$ cat src/rtl/mac_kbd_host.sv
// rtl/mac_kbd_host.sv - host-side Mac Plus keyboard serial controller
//
// Ports:
//   clk          16 MHz system clock
//   _reset       asynchronous active-low reset
//   clk8_en_p    8 MHz enable; timeout counter advances only on it
//   cmd_data     command byte to send
//   cmd_strobe   one-clk start pulse, ignored while busy
//   resp_data    last received response byte
//   resp_strobe  one-clk pulse when resp_data updates
//   timeout      one-clk pulse when a transaction is aborted
//   busy         high from accepted cmd_strobe until back in IDLE
//   kbd_clk_i    keyboard clock pin (asynchronous, keyboard-driven)
//   kbd_data_i   keyboard data pin (asynchronous)
//   kbd_data_oe  1 = pull data pin low, 0 = release
module mac_kbd_host #(
    parameter int REQ_TIMEOUT  = 40000,
    parameter int BIT_TIMEOUT  = 8000,
    parameter int RESP_TIMEOUT = 4000000
) (
    input  logic       clk,
    input  logic       _reset,
    input  logic       clk8_en_p,
    input  logic [7:0] cmd_data,
    input  logic       cmd_strobe,
    output logic [7:0] resp_data,
    output logic       resp_strobe,
    output logic       timeout,
    output logic       busy,
    input  logic       kbd_clk_i,
    input  logic       kbd_data_i,
    output logic       kbd_data_oe
);

    typedef enum logic [2:0] {
        S_IDLE, S_REQ, S_TX, S_TURN, S_RX, S_ABORT
    } state_t;

    localparam logic [21:0] REQ_LIM  = REQ_TIMEOUT[21:0];
    localparam logic [21:0] BIT_LIM  = BIT_TIMEOUT[21:0];
    localparam logic [21:0] RESP_LIM = RESP_TIMEOUT[21:0];

    state_t      state, state_n;
    logic [2:0]  clk_sync;      // [1:0] synchronizer, [2] previous value for edge detect
    logic [1:0]  dat_sync;
    logic [7:0]  sr, sr_n;
    logic [3:0]  bc, bc_n;
    logic [21:0] tcnt, tcnt_n;
    logic [21:0] limit;
    logic        oe, oe_n;
    logic [7:0]  resp_data_n;
    logic        resp_strobe_n;
    logic        fall, rise, data_s, expire;

    always_ff @(posedge clk or negedge _reset) begin
        if (!_reset) begin
            clk_sync <= 3'b111;
            dat_sync <= 2'b11;
        end else begin
            clk_sync <= {clk_sync[1:0], kbd_clk_i};
            dat_sync <= {dat_sync[0], kbd_data_i};
        end
    end

    assign fall   = ~clk_sync[1] &  clk_sync[2];
    assign rise   =  clk_sync[1] & ~clk_sync[2];
    assign data_s =  dat_sync[1];

    always_comb begin
        limit = '1;
        case (state)
            S_REQ:       limit = REQ_LIM;
            S_TX, S_RX:  limit = BIT_LIM;
            S_TURN:      limit = RESP_LIM;
            default:     limit = '1;
        endcase
    end

    // A clock edge in the same cycle as expiry wins: the edge is serviced.
    assign expire = (tcnt >= limit) && !fall && !rise;

    always_comb begin
        state_n       = state;
        sr_n          = sr;
        bc_n          = bc;
        oe_n          = oe;
        resp_data_n   = resp_data;
        resp_strobe_n = 1'b0;
        case (state)
            S_IDLE: begin
                oe_n = 1'b0;
                if (cmd_strobe) begin
                    sr_n    = cmd_data;
                    bc_n    = 4'd0;
                    oe_n    = 1'b1;            // hold data low: request to send
                    state_n = S_REQ;
                end
            end
            S_REQ: begin
                // A rise here is ignored; only the first fall starts the byte.
                if (fall) begin
                    oe_n    = ~sr[7];
                    sr_n    = {sr[6:0], 1'b0};
                    state_n = S_TX;
                end else if (expire) begin
                    oe_n    = 1'b0;
                    state_n = S_ABORT;
                end
            end
            S_TX: begin
                if (rise) begin
                    bc_n = bc + 4'd1;
                    if (bc == 4'd7) begin
                        oe_n    = 1'b0;        // release line for the response
                        state_n = S_TURN;
                    end
                end else if (fall && !bc[3]) begin
                    oe_n = ~sr[7];
                    sr_n = {sr[6:0], 1'b0};
                end else if (expire) begin
                    oe_n    = 1'b0;
                    state_n = S_ABORT;
                end
            end
            S_TURN: begin
                oe_n = 1'b0;
                if (fall) begin
                    bc_n    = 4'd0;
                    state_n = S_RX;
                end else if (expire) begin
                    state_n = S_ABORT;
                end
            end
            S_RX: begin
                oe_n = 1'b0;
                if (rise) begin
                    sr_n = {sr[6:0], data_s};
                    bc_n = bc + 4'd1;
                    if (bc == 4'd7) begin
                        resp_data_n   = {sr[6:0], data_s};
                        resp_strobe_n = 1'b1;
                        state_n       = S_IDLE;
                    end
                end else if (expire) begin
                    state_n = S_ABORT;
                end
            end
            S_ABORT: begin
                oe_n    = 1'b0;
                state_n = S_IDLE;
            end
            default: begin
                oe_n    = 1'b0;
                state_n = S_IDLE;
            end
        endcase

        if ((state_n != state) || fall || rise)
            tcnt_n = 22'd0;
        else if (clk8_en_p && (tcnt != '1))
            tcnt_n = tcnt + 22'd1;
        else
            tcnt_n = tcnt;
    end

    always_ff @(posedge clk or negedge _reset) begin
        if (!_reset) begin
            state       <= S_IDLE;
            sr          <= 8'h00;
            bc          <= 4'd0;
            tcnt        <= 22'd0;
            oe          <= 1'b0;
            resp_data   <= 8'h00;
            resp_strobe <= 1'b0;
        end else begin
            state       <= state_n;
            sr          <= sr_n;
            bc          <= bc_n;
            tcnt        <= tcnt_n;
            oe          <= oe_n;
            resp_data   <= resp_data_n;
            resp_strobe <= resp_strobe_n;
        end
    end

    assign busy        = (state != S_IDLE);
    assign timeout     = (state == S_ABORT);
    assign kbd_data_oe = oe;

endmodule

$ cat config.mk
export PLATFORM = sky130hd
export DESIGN_NAME = mac_kbd_host
export DESIGN_NICKNAME = d
export VERILOG_FILES = /design/src/rtl/mac_kbd_host.sv
export SDC_FILE = /design/constraint.sdc
export NUM_CORES = 1
export LEC_CHECK = 0
export ABC_CLOCK_PERIOD_IN_PS = 3150
export BUFFER_PORTS_ARGS = -buffer_cell sky130_fd_sc_hd__clkbuf_2
export CAP_MARGIN = 20
export CORE_MARGIN = 2
export CORE_UTILIZATION = 44
export DETAILED_ROUTE_END_ITERATION = 12
export SLEW_MARGIN = 30
export SYNTH_ARGS = -nofsm -noshare
export SYNTH_HDL_FRONTEND = slang
export SYNTH_SLANG_ARGS = --single-unit
$ cat constraint.sdc
create_clock -name clk -period 3.15 [get_ports clk]
set_input_delay 0.4725 -clock clk [delete_from_list [all_inputs] [get_ports clk]]
set_output_delay 0.4725 -clock clk [all_outputs]
set_load 0.05 [all_outputs]
==> results of run 1 <==
-- flip-flops by register name, summed over array words and instances, names as in the netlist --
name         cells
resp_data        8
state            3
kbd_data_oe      1
tcnt            22
bc               4
sr               8
clk_sync         3
dat_sync         2
resp_strobe      1
-- per-layer routing --
metal	GRT usage (%)	vias up	wire [um]	part of all wire, %
met5	0	-	0	0
met4	5.13	0	125	1.8
met3	3.59	14	245	3.6
met2	28.9	48	3260	48
met1	23.9	1205	3180	47
li1	-	1283	-	-
-- cells in the final DEF (no fill, tap or decap), types with 4 or more instances in the layout --
cell type / Yosys / final
nand2b_1: 5 / 5
clkbuf_2: 0 / 25
dfrtp_1: 47 / 47
nor3_1: 11 / 10
a21oi_1: 20 / 20
xnor2_1: 18 / 18
inv_1: 9 / 8
mux2i_1: 9 / 9
buf_4: 0 / 20
and2_1: 5 / 4
nand2_1: 25 / 25
and3_1: 5 / 5
nor2_1: 21 / 21
nor2b_1: 6 / 6
nand4_1: 10 / 10
ha_1: 23 / 23
nand3_1: 11 / 11
dfstp_2: 5 / 5
nor4_1: 5 / 5
o21ai_0: 9 / 9
nor3_2: 21 / 22
clkbuf_8: 0 / 5
mux2_2: 8 / 8
-- area by class of cell --
type	count	area, sq um	area share, %
Tap cell	99	124	3.33
Timing Repair Buffer	45	275	7.39
Inverter	9	33.8	0.907
Clock buffer	5	68.8	1.85
Clock inverter	3	26.3	0.706
Multi-Input combinational cell	254	1890	50.7
Sequential cell	52	1310	35.1
-- logic make-up after synthesis --
| logic type | count (synthesis) |
|---|---|
| xor+xnor | 20 |
| fa+ha+maj | 23 |
| flops | 52 |
| simple gates | 141 |
| compound gates | 53 |
| mux | 17 |
| buf+inv | 21 |
-- stage by stage --
stage	utilization, %	total power [mW]	hold WS, ns	setup slack, ns	cell area (sq um)
floorplan	-	1.68	0.177	0.0739	3280
global placement	49.7	1.98	0.349	0.168	3600
detailed placement	49.7	2.01	0.348	0.0588	3600
CTS	51.0	2.42	0.220	0.0141	3700
global route	51.3	2.61	0.210	0.00115	3720
finish	51.3	2.41	0.228	0.212	3720
-- power groups by stage --
| stage | combinational (mW) | clock, mW | sequential, mW |
|---|---|---|---|
| after CTS | 1.16 | 0.419 | 0.841 |
| after floorplan | 0.835 | 0 | 0.847 |
| final | 1.17 | 0.405 | 0.841 |
| after global routing | 1.32 | 0.437 | 0.855 |
| after global placement | 1.13 | 0 | 0.850 |
| after detailed placement | 1.16 | 0 | 0.853 |
-- path summary, 6_finish.rpt --
kind | slack, ns | to | cells past startpoint
min in group asynchronous | 0.25 | sr[2]$_DFFE_PN0P_ | 2
worst min register to register | 0.37 | clk_sync[1]$_DFF_PN1_ | 0
worst min-delay path | 0.23 | clk_sync[0]$_DFF_PN1_ | 1
worst max-delay path | 0.21 | tcnt[3]$_DFFE_PN0P_ | 12
worst max register to register | 0.21 | tcnt[3]$_DFFE_PN0P_ | 12
max in group asynchronous | 2.45 | tcnt[1]$_DFFE_PN0P_ | 2
-- worst max-delay path: cells and delay by family (launching register included) --
family / cells / cell delay (ns)
AOI/OAI and AO/OA: 4 / 0.84
adders and majority gates: 1 / 0.30
buffers and inverters: 3 / 0.49
DFF: 1 / 0.43
and+or+nand+nor: 4 / 0.80
-- timing repair --
item | CTS | global route
gates resized for setup | 0 | 4
setup endpoints to repair | 0 | 21
endpoints found under the hold margin | 0 | 0
==> summary.md, run 1 <==
* run status: finished, final reports clean
* y dimension of the die: 90.3 um
* final count of hold timing violations: 0
* total of fill cells in the finished design: 684
* register share of total power: 34.9%
* ANT nets after route: 0
* Crit Path Max Fanout: 9
* adder-cell share of the synthesized area: 8.78%
* initial antenna violation count: 0
* critical path's largest stage delay: 0.43 ns
* Top-Level Pins: 26
* Final Max Tran Viols: 0
* Leakage: 1.64 nW
* vias in the first global route: 2,464
* average footprint of a synthesized cell: 10.0 sq um
* Core ar.: 0.00725 sq mm
* die boundary width: 90.3 um
* top post-synthesis cells by area: dfrtp_1 (36%), ha_1 (8.8%), nor3_2 (6.4%), xnor2_1 (4.8%), dfstp_2 (4.0%)
* Final Wtd Congestion: 0.855
* multiplexer area fraction after synthesis: 5.49%
* complex-gate fraction of the synthesized area: 11.2%
* arrival time at the worst endpoint: 3.17 ns
* main flop type after synthesis: dfrtp_1
* fraction of synthesized cell area in xor and xnor cells: 5.34%
* power density cells: 648 mW/mm^2
* clock insertion delay at the later pin of the skew report: 0.31 ns
* clock root buffer master: clkbuf_8
* number of instances in the placed design: 459
* wire length of the first global-routing pass: 11.8 mm
* async set-or-reset flop fraction in the synthesized netlist: 100%
* upper clock frequency limit: 340 MHz
* count of port buffers added during placement: 25
* net count after synthesis: 364
* largest clock skew in the final design: 0.0102 ns
* internal power: 1.39 mW
* Post-CTS Setup Inserts: 0
* fraction of synthesized cell area taken by the top area cell type: 35.9%
* most numerous cell in the Yosys netlist: dfrtp_1
* clock buffer depth: 2
* net switching power: 1.02 mW
* kind of path behind the tightest hold check: in2reg
* startpoint type of the worst setup path: flip-flop
* worst supply voltage drop on vdd: 0.482 mV
* setup TNS: 0 ns
* area enclosed by the die boundary: 0.00816 sq mm
* number of buffers created by CTS: 5
* Overflow after GRT: 0
* starting DRC count in detailed routing: 63
* CTS tree: yes
* DR vias: 2,550
* start point of the worst min-delay path: kbd_clk_i
* share of the clock period used by the worst path after layout: 93.3%
* data required time of the critical path: 3.39 ns
* layout cells sized above 1: 26.4%
* DRC Markers: 0
* Worst slew margin: 53.9%
* ant diodes: 0
* Seq cells post-synth: 52
* number of sinks handled by clock tree synthesis: 52
* CTS clock-pin slew for the worst setup and hold paths: 0.11 ns
* post-layout net count: 404
* number of library cell types mapped by synthesis: 53
* routed wire length: 6.81 mm
* RSZ-0062 raised after global routing: false
* detailed placer's ending HPWL: 5.03 mm
* combinational share of power: 48.4%
* switching share of power: 42.3%
* CP startpoint: state[1]$_DFF_PN0_
* Max-cap violations: 0
* post-synthesis cell type with the largest combined area: dfrtp_1
* capturing element type of the critical path: flip-flop
* Final Setup Violations: 0
* via/cell ratio: 5.46
* std cell rows: 31
* first-pass iteration count of the detailed router: 4
* part of the total power dissipated in the clock network: 16.8%
* Avg WL per Cell: 14.6 um
* largest net degree at the start of global routing: 53
* Post-Syn Area: 0.00328 sq mm
* post-layout minimum cycle time: 2.94 ns
* non-filler cells in the finished layout: 467
* Worst Setup Path Type: reg2reg
* combinational family with the most area after synthesis: simple AND/OR/NAND/NOR gates
* starting density of the core: 45.2%
* worst-path cell with the longest stage delay: dfrtp_1
* reg2reg start: state[1]$_DFF_PN0_
* YS warnings: 0
* aggregate global-route resource usage: 17.7%
* commonest cells in the synthesized netlist: dfrtp_1 (47), nand2_1 (25), ha_1 (23)
* area share of and/or/nand/nor cells after synthesis: 25.8%
* critical path, cell by cell: nor3_2, inv_2, and2_2, ha_1, and2_1, a221o_1, a21o_1, a221oi_4, buf_4, a21oi_4, buf_4, nor3_2
* number of buffers inserted by hold repair at cts: 0
* area added between synthesis and finish: 13.5%
* total number of H-tree levels: 2
* synthesized instance count: 327
* number of synthesized flops with an enable pin: 0
* slew at the pin closest to its max-slew limit: 0.692 ns
* sequential-to-total area share from yosys stat: 39.9%
Power figures use the tool's default switching activity.
==> inputs of run 2 (changes only) <==
- ABC_AREA: not set -> 1
==> run 2 against run 1 <==
Effect of this change: non-clock buffer count down 4; via count up 6.5%; flip-flop and latch count unchanged; sequential power down 3.6%; maximum frequency about the same; clock skew about the same; highest routed layer unchanged.
==> summary.md, run 2 <==
* Max-cap violations: 0, unchanged
* worst supply voltage drop on vdd: 0.289 mV, -40%
* post-layout minimum cycle time: 2.94 ns, +0.00265 ns
* routed wire length: 7.03 mm, +3.2%
* std cell rows: 31, unchanged
* part of the total power dissipated in the clock network: 17.2%, +0.4 points
* upper clock frequency limit: 340 MHz, about the same
* worst hold slack: 0.142 ns, -0.0861 ns
* area enclosed by the die boundary: 0.00818 sq mm, +0.25%
* Final Setup Violations: 0, unchanged
* detailed placer's ending HPWL: 5.02 mm, -0.26%
* Final Max Tran Viols: 0, unchanged
* ant diodes: 0, unchanged
* total of fill cells in the finished design: 701, +2.5%
* Post-Syn Area: 0.00329 sq mm, +0.27%
* number of library cell types mapped by synthesis: 34, -36%
* post-synthesis cell type with the largest combined area: dfrtp_1
* register containing the most flip-flops in the final layout: tcnt
* via/cell ratio: 4.86, -11%
* clock root buffer master: clkbuf_8
* Final Wtd Congestion: 0.947, +11%
* sequential-to-total area share from yosys stat: 39.8%, -0.11 points
* final count of hold timing violations: 0, unchanged
* YS warnings: 0, unchanged
* power density cells: 645 mW/mm^2, -0.45%
* setup TNS: 0 ns, unchanged
* average footprint of a synthesized cell: 7.90 sq um, -21%
* wire length of the first global-routing pass: 11.9 mm, +1.1%
* net count after synthesis: 453, +24%
* arrival time at the worst endpoint: 3.19 ns, +0.02 ns
* Worst slew margin: 43.7%, -10 points
* register share of total power: 32.7%, -2.2 points
* number of buffers inserted by hold repair at cts: 0, unchanged
* commonest cells in the synthesized netlist: nand2_1 (110), inv_1 (49), dfrtp_1 (47)
* Core ar.: 0.00725 sq mm, unchanged
* DR vias: 2,715, +6.5%
* first-pass iteration count of the detailed router: 4, unchanged
* clock buffer depth: 2, unchanged
* layout cells sized above 1: 25.9%, -0.49 points
* post-layout net count: 496, +23%
* largest clock skew in the final design: 0.00995 ns, -0.000235 ns
* DRC Markers: 0, unchanged
* initial antenna violation count: 0, unchanged
* Seq cells post-synth: 52, unchanged
* combinational share of power: 50.1%, +1.7 points
* fraction of synthesized cell area taken by the top area cell type: 35.8%, -0.096 points
* main flop type after synthesis: dfrtp_1
* clock insertion delay at the later pin of the skew report: 0.32 ns, about the same
* Crit Path Max Fanout: 6, -3
* starting DRC count in detailed routing: 113, +79%
* Avg WL per Cell: 12.6 um, -14%
* number of buffers created by CTS: 5, unchanged
* Top-Level Pins: 26, unchanged
* async set-or-reset flop fraction in the synthesized netlist: 100%, unchanged
* share of the clock period used by the worst path after layout: 93.3%, about the same
* y dimension of the die: 90.4 um, +0.13%
* slew at the pin closest to its max-slew limit: 0.844 ns, +0.152 ns
* switching share of power: 44.3%, +2.1 points
* starting density of the core: 45.3%, +0.12 points
* Overflow after GRT: 0, unchanged
* run status: finished, final reports clean
* top post-synthesis cells by area: dfrtp_1 (36%), nand2_1 (13%), ha_1 (8.8%), inv_1 (5.6%), nor2_2 (5.5%)
* most numerous cell in the Yosys netlist: nand2_1
* ANT nets after route: 0, unchanged
* kind of path behind the tightest hold check: in2async
* die boundary width: 90.4 um, +0.13%
* startpoint type of the worst setup path: flip-flop
* number of sinks handled by clock tree synthesis: 52, unchanged
* largest registers: tcnt: 22 flops, resp_data: 8 flops, sr: 8 flops
* Power, Total: 2.48 mW, +2.8%
* Worst Setup Path Type: reg2reg
* number of synthesized flops with an enable pin: 0, unchanged
* most frequent standard cell in the layout excluding fill and tap cells: nand2_1
* aggregate global-route resource usage: 17.7%, -0.056 points
* Leakage: 1.88 nW, +14%
* data required time of the critical path: 3.40 ns, about the same
* area added between synthesis and finish: 16.9%
* total number of H-tree levels: 2, unchanged
* flip-flop count of the largest register after layout: 22, unchanged
* largest net degree at the start of global routing: 39, -26%
* CTS clock-pin slew for the worst setup and hold paths: 0.11 ns, about the same
* vias in the first global route: 2,591, +5.2%
* CTS tree: yes
* commonest non-fill, non-tap cells in the layout: nand2_1 (109), inv_1 (48), dfrtp_1 (45)
* net switching power: 1.10 mW, +7.8%
* capturing element type of the critical path: flip-flop
* synthesized instance count: 416, +27%
* internal power: 1.38 mW, -0.90%
* count of port buffers added during placement: 25, unchanged
[run 2: cell count changes after synthesis, sizes merged, moves of 28 or more]
cell and delta:
nor2 +43, inv +49, nand2 +95, nor3 -28
[run 2: power by group through the flow]
stage          Combinational, mW  Clock (mW)  Sequential [mW]
4_1_cts                     1.02       0.441            0.810
3_5_place_dp                1.01           0            0.823
5_1_grt                     1.39       0.472            0.823
3_3_place_gp               0.989           0            0.821
2_1_floorplan              0.797           0            0.831
6_report                    1.24       0.427            0.811
[run 2: cells by family after synthesis]
family | Yosys count | synth area share (%)
fa+ha+maj | 23 | 8.75
compound gates | 45 | 8.60
simple gates | 211 | 29.0
mux | 1 | 0.304
buf+inv | 64 | 8.22
xor+xnor | 20 | 5.33
flops | 52 | 39.8
[run 2: worst paths after layout]
path / startpoint / to / slack [ns] / cells after the start
worst max-delay path: state[0]$_DFF_PN0_ / tcnt[13]$_DFFE_PN0P_ / 0.21 / 23
worst min-delay path: _reset / state[2]$_DFF_PN0_ / 0.14 / 1
worst max register to register: state[0]$_DFF_PN0_ / tcnt[13]$_DFFE_PN0P_ / 0.21 / 23
worst min register to register: clk_sync[0]$_DFF_PN1_ / clk_sync[1]$_DFF_PN1_ / 0.37 / 0
max in group asynchronous: _reset / clk_sync[2]$_DFF_PN1_ / 2.43 / 2
min in group clk: kbd_clk_i / clk_sync[0]$_DFF_PN1_ / 0.22 / 1
[run 2: worst max-delay path, stage by stage (launching register included)]
cell and delay, ns:
dfrtp_2 0.44, nor2_1 0.06, inv_1 0.12, nor2_4 0.06, inv_2 0.05, nand2_1 0.10
nor2_4 0.16, inv_2 0.10, ha_1 0.32, nand2_1 0.06, nor2_1 0.18, nand2_1 0.10
nor2_1 0.09, nand2_1 0.07, nand4_2 0.11, nand2_2 0.09, nand2_1 0.08, nand2_1 0.06
nand2_2 0.08, nor2_1 0.05, nor2_2 0.13, nand2_4 0.11, buf_12 0.16, nor2_1 0.09
[run 2: layout make-up]
cell class                 instances  area, sq um  area share [%]
multi-input combinational        300         1790            46.5
sequential                        52         1310            34.1
timing repair buffer              41          299            7.78
inverter                          58          220            5.73
tap                               99          124            3.22
clock buffer                       5         68.8            1.79
clock inverter                     3         28.8           0.749
timing repair inverter             1         7.51           0.195
[run 2: timing repair]
item | in CTS | in global routing
endpoints found under the hold margin | 0 | 0
resized for setup | 0 | 19
buffers inserted | 0 | 7
setup endpoints to repair | 0 | 22
[run 2: metrics by stage]
step	util [%]	worst slack [ns]	instance area [sq um]	std cells
after CTS	50.2	0.00580	3640	548
after global routing	53.0	-0.0384	3840	559
after detailed placement	48.9	0.0567	3540	540
final	53.0	0.210	3840	559
after global placement	48.8	0.181	3540	540
after floorplan	-	0.242	3290	416
[run 2: routing by layer]
| layer | vias to the layer above | track usage, % | part of all wire (%) |
|---|---|---|---|
| met5 | - | 0 | 0 |
| met4 | 0 | 5.64 | 1.1 |
| met3 | 8 | 2.84 | 3.0 |
| met2 | 40 | 27.7 | 45 |
| met1 | 1260 | 25.1 | 50 |
| li1 | 1407 | - | - |
==> inputs of run 3 (changes only) <==
- BUFFER_PORTS_ARGS: -buffer_cell sky130_fd_sc_hd__clkbuf_2 -> not set
- CORE_UTILIZATION: 44 -> 30
- DONT_BUFFER_PORTS: not set -> 1
==> run 3 against run 2 <==
Effect of this change: sequential share of layout area rose by 0.71 points; critical endpoint is now tcnt[20]$_DFFE_PN0P_; highest routed layer unchanged; design area is 2.1% lower; power hardly changed; the flow now finishes with violations (negative hold slack); wire length grew 2.1%.
==> summary.md, run 3 (synthesis gave the netlist of run 2 again) <==
* initial antenna violation count: 0, unchanged
* DRC Markers: 0, unchanged
* total number of H-tree levels: 2, unchanged
* Avg WL per Cell: 12.5 um, -0.35%
* Worst Setup Path Type: reg2reg
* Overflow after GRT: 0, unchanged
* first-pass iteration count of the detailed router: 4, unchanged
* Worst path most repeated cell: nand2_1
* routed wire length: 7.18 mm, +2.1%
* ant diodes: 0, unchanged
* number of sinks handled by clock tree synthesis: 52, unchanged
* CP startpoint: state[1]$_DFF_PN0_
* Worst slew margin: 64.7%, +21 points
* R2R setup slack: 0.21 ns, about the same
* reg2reg start: state[1]$_DFF_PN0_
* startpoint type of the worst setup path: flip-flop
* clock insertion delay at the later pin of the skew report: 0.32 ns, about the same
* number of buffers created by CTS: 5, unchanged
* CTS tree: yes
* CTS clock-pin slew for the worst setup and hold paths: 0.11 ns, about the same
* total of fill cells in the finished design: 1,144, +63%
* vias in the first global route: 2,516, -2.9%
* Final Max Tran Viols: 0, unchanged
* capturing element type of the critical path: flip-flop
* area enclosed by the die boundary: 0.0118 sq mm, +44%
* worst-path cell with the longest stage delay: dfrtp_2
* kind of path behind the tightest hold check: in2async
* DP Area: 0.00348 sq mm, -1.9%
* layout cells sized above 1: 22.6%, -3.2 points
* arrival time at the worst endpoint: 3.18 ns, about the same
* clock buffer depth: 2, unchanged
* final count of hold timing violations: 1, +1
* aggregate global-route resource usage: 12.5%, -5.2 points
* Core ar.: 0.0107 sq mm, +48%
* share of the clock period used by the worst path after layout: 93.2%, -0.12 points
* critical path's largest stage delay: 0.46 ns, +0.02 ns
* die boundary width: 109 um, +20%
* failing checks: negative hold slack
* register containing the most flip-flops in the final layout: tcnt
* commonest non-fill, non-tap cells in the layout: nand2_1 (106), inv_1 (46), dfrtp_1 (45)
* wire length of the first global-routing pass: 11.7 mm, -1.7%
* largest clock skew in the final design: 0.0113 ns, +0.00135 ns
* power density cells: 658 mW/mm^2, +2.0%
* post-layout minimum cycle time: 2.94 ns, -0.00372 ns
* Power, Total: 2.48 mW, about the same
* worst supply voltage drop on vdd: 0.333 mV, +15%
* via/cell ratio: 4.61, -5.0%
* starting DRC count in detailed routing: 119, +5.3%
* Max-cap violations: 0, unchanged
* post-layout net count: 469, -5.4%
* run status: finished, violations left
* area added between synthesis and finish: 14.5%
* flip-flop count of the largest register after layout: 22, unchanged
* clock root buffer master: clkbuf_8
* summed area of non-filler cells in the final layout: 0.00376 sq mm, -2.1%
* starting density of the core: 30.6%, -15 points
* Top-Level Pins: 26, unchanged
* Crit Path Max Fanout: 11, +5
* worst hold slack: -0.000649 ns, -0.143 ns
* Leakage: 1.77 nW, -6.0%
* upper clock frequency limit: 341 MHz, +0.13%
* Final Setup Violations: 0, unchanged
* data required time of the critical path: 3.40 ns, about the same
* endpoint of the worst setup timing path: tcnt[20]$_DFFE_PN0P_
* ANT nets after route: 0, unchanged
* y dimension of the die: 109 um, +20%
* most frequent standard cell in the layout excluding fill and tap cells: nand2_1
* DR vias: 2,643, -2.7%
* count of port buffers added during placement: 0, -100%
* largest registers: tcnt: 22 flops, resp_data: 8 flops, sr: 8 flops
* slew at the pin closest to its max-slew limit: 0.530 ns, -0.314 ns
* FF-to-FF path depth: 25, +8.7%
* Critical R2R Capture: tcnt[20]$_DFFE_PN0P_
* largest net degree at the start of global routing: 53, +36%
* Final Wtd Congestion: 0.910, -3.9%
* detailed placer's ending HPWL: 5.21 mm, +3.9%
* std cell rows: 38, +23%
==> run 3: cell types whose count changed in the layout (fill, tap and decap cells not counted), sizes merged <==
cell,previous run,this run
clkbuf,32,6
clkinvlp,1,0
==> run 3: final cells by class <==
cell class	count	area, sq um	share of cell area [%]
Clock inverter	3	28.8	0.764
Timing Repair Buffer	15	170	4.52
Inverter	58	220	5.85
Clock buffer	5	68.8	1.83
Tap cell	140	175	4.65
Sequential cell	52	1310	34.8
Multi-Input combinational cell	300	1790	47.6
==> run 3: worst max-delay path: cells and delay by family, from the launching register on <==
family                     cells  cell delay (ns)
and+or+nand+nor               17             1.40
DFF                            1             0.46
buffers and inverters          6             0.58
adders and majority gates      1             0.30
AOI/OAI and AO/OA              1             0.14
==> run 3: timing repair <==
action / CTS / global route
gates resized for setup: 0 / 25
hold buffers: 1 / 0
buffers inserted: 0 / 5
endpoints found under the hold margin: 52 / 0
setup endpoints to repair: 0 / 22
==> run 3: metrics by stage <==
stage | TNS (ns) | util, % | worst slack [ns] | hold WS (ns) | cells
finish | 0 | 35.0 | 0.214 | -0.000649 | 573
global route | -0.0363 | 35.0 | -0.0166 | 0.00675 | 573
CTS | 0 | 33.5 | 0.0897 | 0.00364 | 566
detailed placement | 0 | 32.3 | 0.122 | 0.180 | 557
global placement | 0 | 32.3 | 0.228 | 0.179 | 557
floorplan | 0 | - | 0.242 | 0.177 | 416
==> run 3: worst min path at each step <==
stage / startpoint / end / slack, ns / cells after the start
floorplan: _reset / bc[0]$_DFFE_PN0P_ / 0.18 / 0
global placement: _reset / tcnt[10]$_DFFE_PN0P_ / 0.18 / 0
detailed placement: _reset / tcnt[10]$_DFFE_PN0P_ / 0.18 / 0
CTS: _reset / kbd_data_oe$_DFFE_PN0P_ / 0.004 / 1
global route: _reset / state[0]$_DFF_PN0_ / 0.007 / 1
finish: _reset / state[0]$_DFF_PN0_ / -0.0006 / 1
==> run 3: per-layer routing <==
layer	routed length, um	track usage (%)	vias to the layer above	share of wire [%]
met1	3400	16.4	1258	47
met2	3470	20.8	30	48
li1	-	-	1348	-
met5	0	0	-	0
met3	211	2.09	7	2.9
met4	96	4.58	0	1.3
==> run 3: report_power, final <==
group          total, mW  switching [mW]  internal (mW)
sequential         0.839          0.0817          0.758
clock              0.423           0.254          0.168
combinational       1.21           0.759          0.455
